`src/rtl/sipo_pkg.sv`:
```
`default_nettype none
// ============================================================================
//  Module   : sipo_pkg
//  Purpose  : Shared definitions for the SIPO serial receiver family:
//             default word width, bit-counter type and frame-length helper.
//  Ports    : none (package)
//  Revision : 1.0  initial release
// ============================================================================
package sipo_pkg;

   localparam int SIPO_DEFAULT_WIDTH = 8;
   localparam int SIPO_MAX_WIDTH     = 32;

   // Wide enough for the longest legal frame (32 data bits plus parity).
   // Individual receivers may size their own counter tighter.
   localparam int SIPO_CNT_W = $clog2(SIPO_MAX_WIDTH + 2);
   typedef logic [SIPO_CNT_W-1:0] sipo_cnt_t;

   // Number of enabled bit samples that make up one word on the wire.
   function automatic int sipo_frame_len(input int width, input bit parity_en);
      return parity_en ? width + 1 : width;
   endfunction

endpackage
`default_nettype wire

```
`src/rtl/sipo_shreg.sv`:
```
`default_nettype none
// ============================================================================
//  Module   : sipo_shreg
//  Purpose  : WIDTH-bit left-shifting register (new bit enters at LSB) with
//             clock enable and synchronous clear. Clear beats enable.
//  Ports    : i_clk   - clock, rising edge
//             i_rst   - asynchronous active-high reset
//             i_ce    - shift enable
//             i_clear - synchronous clear to zero
//             i_si    - serial input bit
//             o_q     - current register contents
//  Revision : 1.0  initial release
// ============================================================================
module sipo_shreg
   import sipo_pkg::*;
#(
   parameter int WIDTH = SIPO_DEFAULT_WIDTH
) (
   input  logic             i_clk,
   input  logic             i_rst,
   input  logic             i_ce,
   input  logic             i_clear,
   input  logic             i_si,
   output logic [WIDTH-1:0] o_q
);

   logic [WIDTH-1:0] r_sr;

   always_ff @(posedge i_clk or posedge i_rst) begin
      if (i_rst) begin
         r_sr <= '0;
      end else if (i_clear) begin
         r_sr <= '0;
      end else if (i_ce) begin
         r_sr <= {r_sr[WIDTH-2:0], i_si};
      end
   end

   assign o_q = r_sr;

endmodule
`default_nettype wire

```
`src/rtl/sipo_rx.sv`:
```
`default_nettype none
// ============================================================================
//  Module   : sipo_rx
//  Purpose  : Serial-in / parallel-out receiver. Samples i_si MSB first on
//             each enabled clock, assembles WIDTH-bit words and presents each
//             completed word on a held output with a one-cycle valid strobe.
//             Optional even-parity bit after the data LSB when the macro
//             SIPO_RX_PARITY_EN is defined (adds port o_perr).
//  Ports    : i_clk      - clock, rising edge
//             i_rst      - asynchronous active-high reset
//             i_si       - serial data bit
//             i_ce       - bit strobe, i_si sampled only when high
//             i_clear    - synchronous resync, discards the partial word
//             o_po       - last completed word, held until the next one
//             o_po_valid - one-cycle pulse when o_po is updated
//             o_busy     - a partial word is in progress
//             o_perr     - parity error of the word on o_po (parity build)
//  Revision : 1.0  initial release
// ============================================================================
module sipo_rx
   import sipo_pkg::*;
#(
   parameter int WIDTH = SIPO_DEFAULT_WIDTH
) (
   input  logic             i_clk,
   input  logic             i_rst,
   input  logic             i_si,
   input  logic             i_ce,
   input  logic             i_clear,
   output logic [WIDTH-1:0] o_po,
   output logic             o_po_valid,
   output logic             o_busy
`ifdef SIPO_RX_PARITY_EN
   ,
   output logic             o_perr
`endif
);

`ifdef SIPO_RX_PARITY_EN
   localparam bit c_PAR_EN = 1'b1;
`else
   localparam bit c_PAR_EN = 1'b0;
`endif

   localparam int                 c_FRAME = sipo_frame_len(WIDTH, c_PAR_EN);
   localparam int                 c_CNT_W = $clog2(WIDTH + 2);
   localparam logic [c_CNT_W-1:0] c_LAST  = c_CNT_W'(c_FRAME - 1);

   logic [c_CNT_W-1:0] r_cnt;
   logic [WIDTH-1:0]   r_po;
   logic               r_po_valid;
   logic [WIDTH-1:0]   w_sr;
   logic [WIDTH-1:0]   w_word;
   logic               w_last;

   sipo_shreg #(
      .WIDTH (WIDTH)
   ) u_shreg (
      .i_clk   (i_clk),
      .i_rst   (i_rst),
      .i_ce    (i_ce),
      .i_clear (i_clear),
      .i_si    (i_si),
      .o_q     (w_sr)
   );

   // Clear wins over the strobe, so a clear on the final bit yields no word.
   assign w_last = i_ce & ~i_clear & (r_cnt == c_LAST);

`ifdef SIPO_RX_PARITY_EN
   // Data is complete in the shift register when the parity bit arrives.
   assign w_word = w_sr;
`else
   // The last data bit is still on i_si; fold it in at the completing edge.
   logic w_unused_msb;
   assign w_word       = {w_sr[WIDTH-2:0], i_si};
   assign w_unused_msb = w_sr[WIDTH-1];
`endif

   // Bit counter: wraps to zero on the completing edge so the next word's
   // first bit can be taken on the very next enabled edge.
   always_ff @(posedge i_clk or posedge i_rst) begin
      if (i_rst) begin
         r_cnt <= '0;
      end else if (i_clear) begin
         r_cnt <= '0;
      end else if (i_ce) begin
         if (r_cnt == c_LAST) begin
            r_cnt <= '0;
         end else begin
            r_cnt <= r_cnt + c_CNT_W'(1);
         end
      end
   end

   always_ff @(posedge i_clk or posedge i_rst) begin
      if (i_rst) begin
         r_po       <= '0;
         r_po_valid <= 1'b0;
      end else begin
         r_po_valid <= w_last;
         if (w_last) begin
            r_po <= w_word;
         end
      end
   end

`ifdef SIPO_RX_PARITY_EN
   logic r_perr;

   // Even parity: XOR over data plus parity bit must be zero.
   always_ff @(posedge i_clk or posedge i_rst) begin
      if (i_rst) begin
         r_perr <= 1'b0;
      end else if (w_last) begin
         r_perr <= ^{w_sr, i_si};
      end
   end

   assign o_perr = r_perr;
`endif

   assign o_po       = r_po;
   assign o_po_valid = r_po_valid;
   assign o_busy     = (r_cnt != '0);

endmodule
`default_nettype wire
```
`config.mk`:
```
export PLATFORM = sky130hd
export DESIGN_NAME = sipo_rx
export DESIGN_NICKNAME = d
export VERILOG_FILES = /design/src/rtl/sipo_pkg.sv /design/src/rtl/sipo_shreg.sv /design/src/rtl/sipo_rx.sv
export SDC_FILE = /design/constraint.sdc
export NUM_CORES = 1
export LEC_CHECK = 0
export ABC_CLOCK_PERIOD_IN_PS = 1550
export BUFFER_PORTS_ARGS = -buffer_cell sky130_fd_sc_hd__buf_2
export CAP_MARGIN = 30
export CORE_ASPECT_RATIO = 1.25
export CORE_UTILIZATION = 48
export DETAILED_ROUTE_END_ITERATION = 12
export HOLD_SLACK_MARGIN = 0.08
export PLACE_DENSITY = 0.76
export SYNTH_ARGS = -nofsm -noshare
export SYNTH_HDL_FRONTEND = slang
export SYNTH_HIERARCHICAL = 1
export SYNTH_SLANG_ARGS = --single-unit
```
`constraint.sdc`:
```
create_clock -name i_clk -period 1.55 [get_ports i_clk]
set_clock_uncertainty 0.05 [all_clocks]
set_input_delay 0.31 -clock i_clk [delete_from_list [all_inputs] [get_ports i_clk]]
set_output_delay 0.31 -clock i_clk [all_outputs]
set_load 0.05 [all_outputs]
```
; After elaboration in Yosys (flattened, before gate mapping)
; Cells that the tools add are included.
[totals]
elab_cells = 16
ff_bits = 20
out_inout_bits = 10
inputBits = 5
[op_classes]
bitwise = 3
n_reduce_logical = 2
eq_ne = 1
muxes = 5
add_sub_neg = 1
[op_table]
columns = operator, n
row1 = $mux 7, 2
row2 = $mux 4, 3
row3 = $add 4x1->4 const B, 1
row4 = $eq 4x3->1 const B, 1
row5 = $reduce_bool 4->1, 1
row6 = $and 1x1->1, 2
row7 = $reduce_bool 2->1, 1
row8 = $not 1->1, 1

; Logic depth before layout (Yosys ltp)
[logic_depth]
depth_word = 4
ltp_mapped = 4
mapped_depth_nobuf = 4

; By module
; Netlist, hierarchy kept.
[by_module_without_submodules]
columns = mod, n_inst, area_per_inst_um2, cells_each, seq_area_each_um2
row1 = sipo_rx, 1, 560.5, 42, 325.3
row2 = sipo_shreg, 1, 329.1, 27, 200.2

; Worst setup path before layout
; No wires, ideal clock.
[synth_path]
path_type = reg-to-reg
from = reg r_cnt[0]
to = reg r_po[0], in the netlist o_po[0]
path_stages_with_launch = 5
required_time_ps = 1375
path_slack_ps = -66
setup_time_ps = 125
t_arrival_ps = 1441
path_cell_list = dfrtp_1 > ha_1 > nand2_2 > nor4b_4 > mux2_2
[synth_between]
elab_chain_cells = 2
[synth_lines]
columns = item, line
row1 = from (decl), sipo_rx.sv:49  ; logic [c_CNT_W-1:0] r_cnt;
row2 = from (signal assigned), sipo_rx.sv:91  ; r_cnt <= r_cnt + c_CNT_W'(1);
row3 = $eq 4x3->1, sipo_rx.sv:68  ; assign w_last = i_ce & ~i_clear & (r_cnt == c_LAST);
row4 = $and 1x1->1, sipo_rx.sv:68
row5 = via w_last, sipo_rx.sv:54  ; logic w_last;
row6 = to (signal assigned), sipo_rx.sv:103  ; r_po <= w_word;
row7 = to (decl), sipo_rx.sv:50  ; logic [WIDTH-1:0] r_po;
; The timed path passes the listed nets, and every way through them passes these cells.
; A chain may end at the register's enable or synchronous reset.

; Final worst setup path
[layout_path]
from = reg r_cnt[0]
to = out o_busy
[layout_between]
elab_chain_cells = 1
[layout_lines]
columns = item, line
row1 = $reduce_bool 4->1, sipo_rx.sv:125  ; assign o_busy = (r_cnt != '0);
row2 = to (decl), sipo_rx.sv:32  ; output logic o_busy
; Every way passes these cells.

==> reports/summary.log <==
[outcome] run status finished with violations
[outcome] failing checks negative setup slack
[power_and_ir_drop] leakage power figure 0.576 nW
[sta] slew of the pin with the lowest slew margin 0.495 ns
[critical_path] cell at the slowest stage of the critical path dfrtp_1
[place] post-DP HPWL 1.10 mm
[min_path] min-delay worst type in2reg
[finish] antenna diode count 0
[floorplanning] initial core utilization 0.525
[floorplanning] Placement Rows 16
[critical_path] kind of critical path reg2out
[global_routing] number of global-route vias before repair 599
[global_routing] GR Util All Layers 0.194
[critical_path] worst path buffer plus inverter count 3
[yosys] number of nets produced by synthesis 73
[sta] RSZ-0062 raised after global routing yes
[clock_network] clock transition time at the flip-flop clock pins of the worst setup and hold paths 0.11 ns
[critical_path] critical path arrival 1.25 ns
[yosys] number of warning messages in the yosys log 6
[clock_network] Clk Latency, worst-skew pair 0.29 ns
[sta] setup ws final -0.0585 ns
[critical_path] dominant delay contributor by cell family on the critical path flip-flops
[critical_path] Worst setup EP type output port
[power_and_ir_drop] maximum vdd ir drop 705 uV
[critical_path] maximum net fanout on the critical path 3
[global_routing] global-route wire length before repair 2.59 mm
[routing] Pre-Repair DR Iteration Count 4
[sta] final hold violation count 0
[floorplanning] die span in y 49.1 um
[clock_network] root cell of the clock tree clkbuf_4
[sta] time the final worst path needs with I/O delays and setup 1.61 ns
[clock_network] clk buf depth 2
[global_routing] maximum number of pins on one net before global-route repair 14
[critical_path] worst path required time 1.19 ns
[clock_network] clock tree from TritonCTS built
[power_and_ir_drop] P per Cell Area 794 mW/mm2
[routing] average wire length per cell after detail routing 14.8 um
[place] IO buf count 14
[finish] layout cells sized above 1 0.438
[power_and_ir_drop] overall power of the completed layout 0.871 mW
[critical_path] startpoint types flop
[floorplanning] number of top-level design ports 15
[routing] number of DRC markers in iteration 0 12
[global_routing] global route total overflow 0
[place] routability congestion estimate 0.730
[clock_network] total CTS buffers 3
[sta] setup violators final 1
[floorplanning] DIE AREA 0.00195 mm2
[clock_network] clock sink count 20
[global_routing] antenna violations before repair 0
[yosys] Mapped Cells 66
[routing] antenna-violating nets left 0
[sta] Period Utilization, post-route 1.04
[routing] via count normalized by instance count 5.36
[yosys] average cell area after synthesis 12.9 um2
[place] cell area after placement 976 um2
[flow_run] maxcap violations 0
[sta] headroom to the max-slew limit 0.670
[finish] Area growth syn-to-layout 28.8%
[critical_path] chain of cells forming the critical path buf_6 > inv_4 > ha_4 > nand2_2 > buf_8
[floorplanning] die width 39.7 um
[clock_network] H-tree level count 1
[yosys] combined area of all synthesized cells 851 um2
[routing] final wirelength 1.59 mm
[place] dpl ws -0.0230 ns
[routing] Residual DRC 0
[finish] final layout net count 98
[sta] maximum achievable frequency 0.622 GHz
[floorplanning] Core ar. 0.00162 mm2
[sta] Final Slew Violations 0
[critical_path] crit-path max cell delay 0.44 ns
[finish] final standard cell area without fillers 0.00110 mm2
[routing] DR vias 574
final cells by class:
cell class,instances,area (um2)
Fill cell,123,526
Sequential cell,20,500
Multi-Input combinational cell,40,383
Timing Repair Buffer,22,150
Clock buffer,3,22.5
Tap cell,18,22.5
Inverter,4,17.5
sequential cells by signal, summed over array words and instances (netlist names):
name / cells
r_cnt: 4
o_po: 8
o_po_valid: 1
u_shreg/o_q: 7
per-stage QoR:
step                      TNS [ns]  instances  utilization  hold WS [ns]
final                      -0.0585        107        0.676         0.209
after global routing        -0.541        107        0.676         0.216
after CTS                   -0.400        107        0.648         0.200
after detailed placement   -0.0689        102        0.602         0.214
after global placement           0        102        0.602         0.207
after floorplan             -0.487         66            -        0.0634
where the power goes:
group,total (mW),internal [mW],switching [mW]
logic,0.100,0.0434,0.0568
registers,0.536,0.529,0.00782
clock network,0.234,0.0904,0.143
layout by cell type, fill, tap and decap left out:
master,n
dfrtp_1,20
buf_2,13
nor2_1,10
mux2_4,8
mux2i_1,8
buf_4,5
clkbuf_4,3
a21oi_1,2
inv_1,2
ha_4,2
buf_6,2
nand4_1,1
or3_1,1
nand2_1,1
nand2_4,1
xor2_1,1
nor4b_4,1
inv_2,1
inv_4,1
nand2_2,1
nand3b_1,1
nand3_1,1
nand2b_1,1
dlygate4sd3_1,1
buf_8,1
metal layers:
layer  track usage  vias up  share of wire
li1              -      271              -
met1         0.270      289           0.45
met2         0.295       12           0.50
met3        0.0411        2          0.035
met4        0.0690        0          0.011
met5             0        -              0
final timing paths:
kind | startpoint | endpoint | slack (ns) | depth (start not counted)
hold reg to reg | o_po[2]$_DFFE_PP0P_ | o_po[2]$_DFFE_PP0P_ | 0.47 | 1
min in group asynchronous | i_rst | u_shreg/o_q[0]$_DFFE_PP0P_ | 0.46 | 3
setup reg to reg | r_cnt[0]$_DFFE_PP0P_ | o_po[1]$_DFFE_PP0P_ | 0 | 5
max in group asynchronous | i_rst | o_po[7]$_DFFE_PP0P_ | 0.56 | 3
setup / recovery | r_cnt[0]$_DFFE_PP0P_ | o_busy | -0.06 | 5
hold / removal | i_si | o_po[0]$_DFFE_PP0P_ | 0.21 | 2
what timing repair did:
| action | CTS | global route |
|---|---|---|
| setup endpoints to repair | 9 | 9 |
| resized for setup | 11 | 10 |
| pin swaps | 2 | 1 |
| hold endpoints to repair | 20 | 0 |
| setup buffers | 1 | 0 |
| hold buffers | 1 | 0 |
Note: power is estimated with default switching activity, not from simulation.
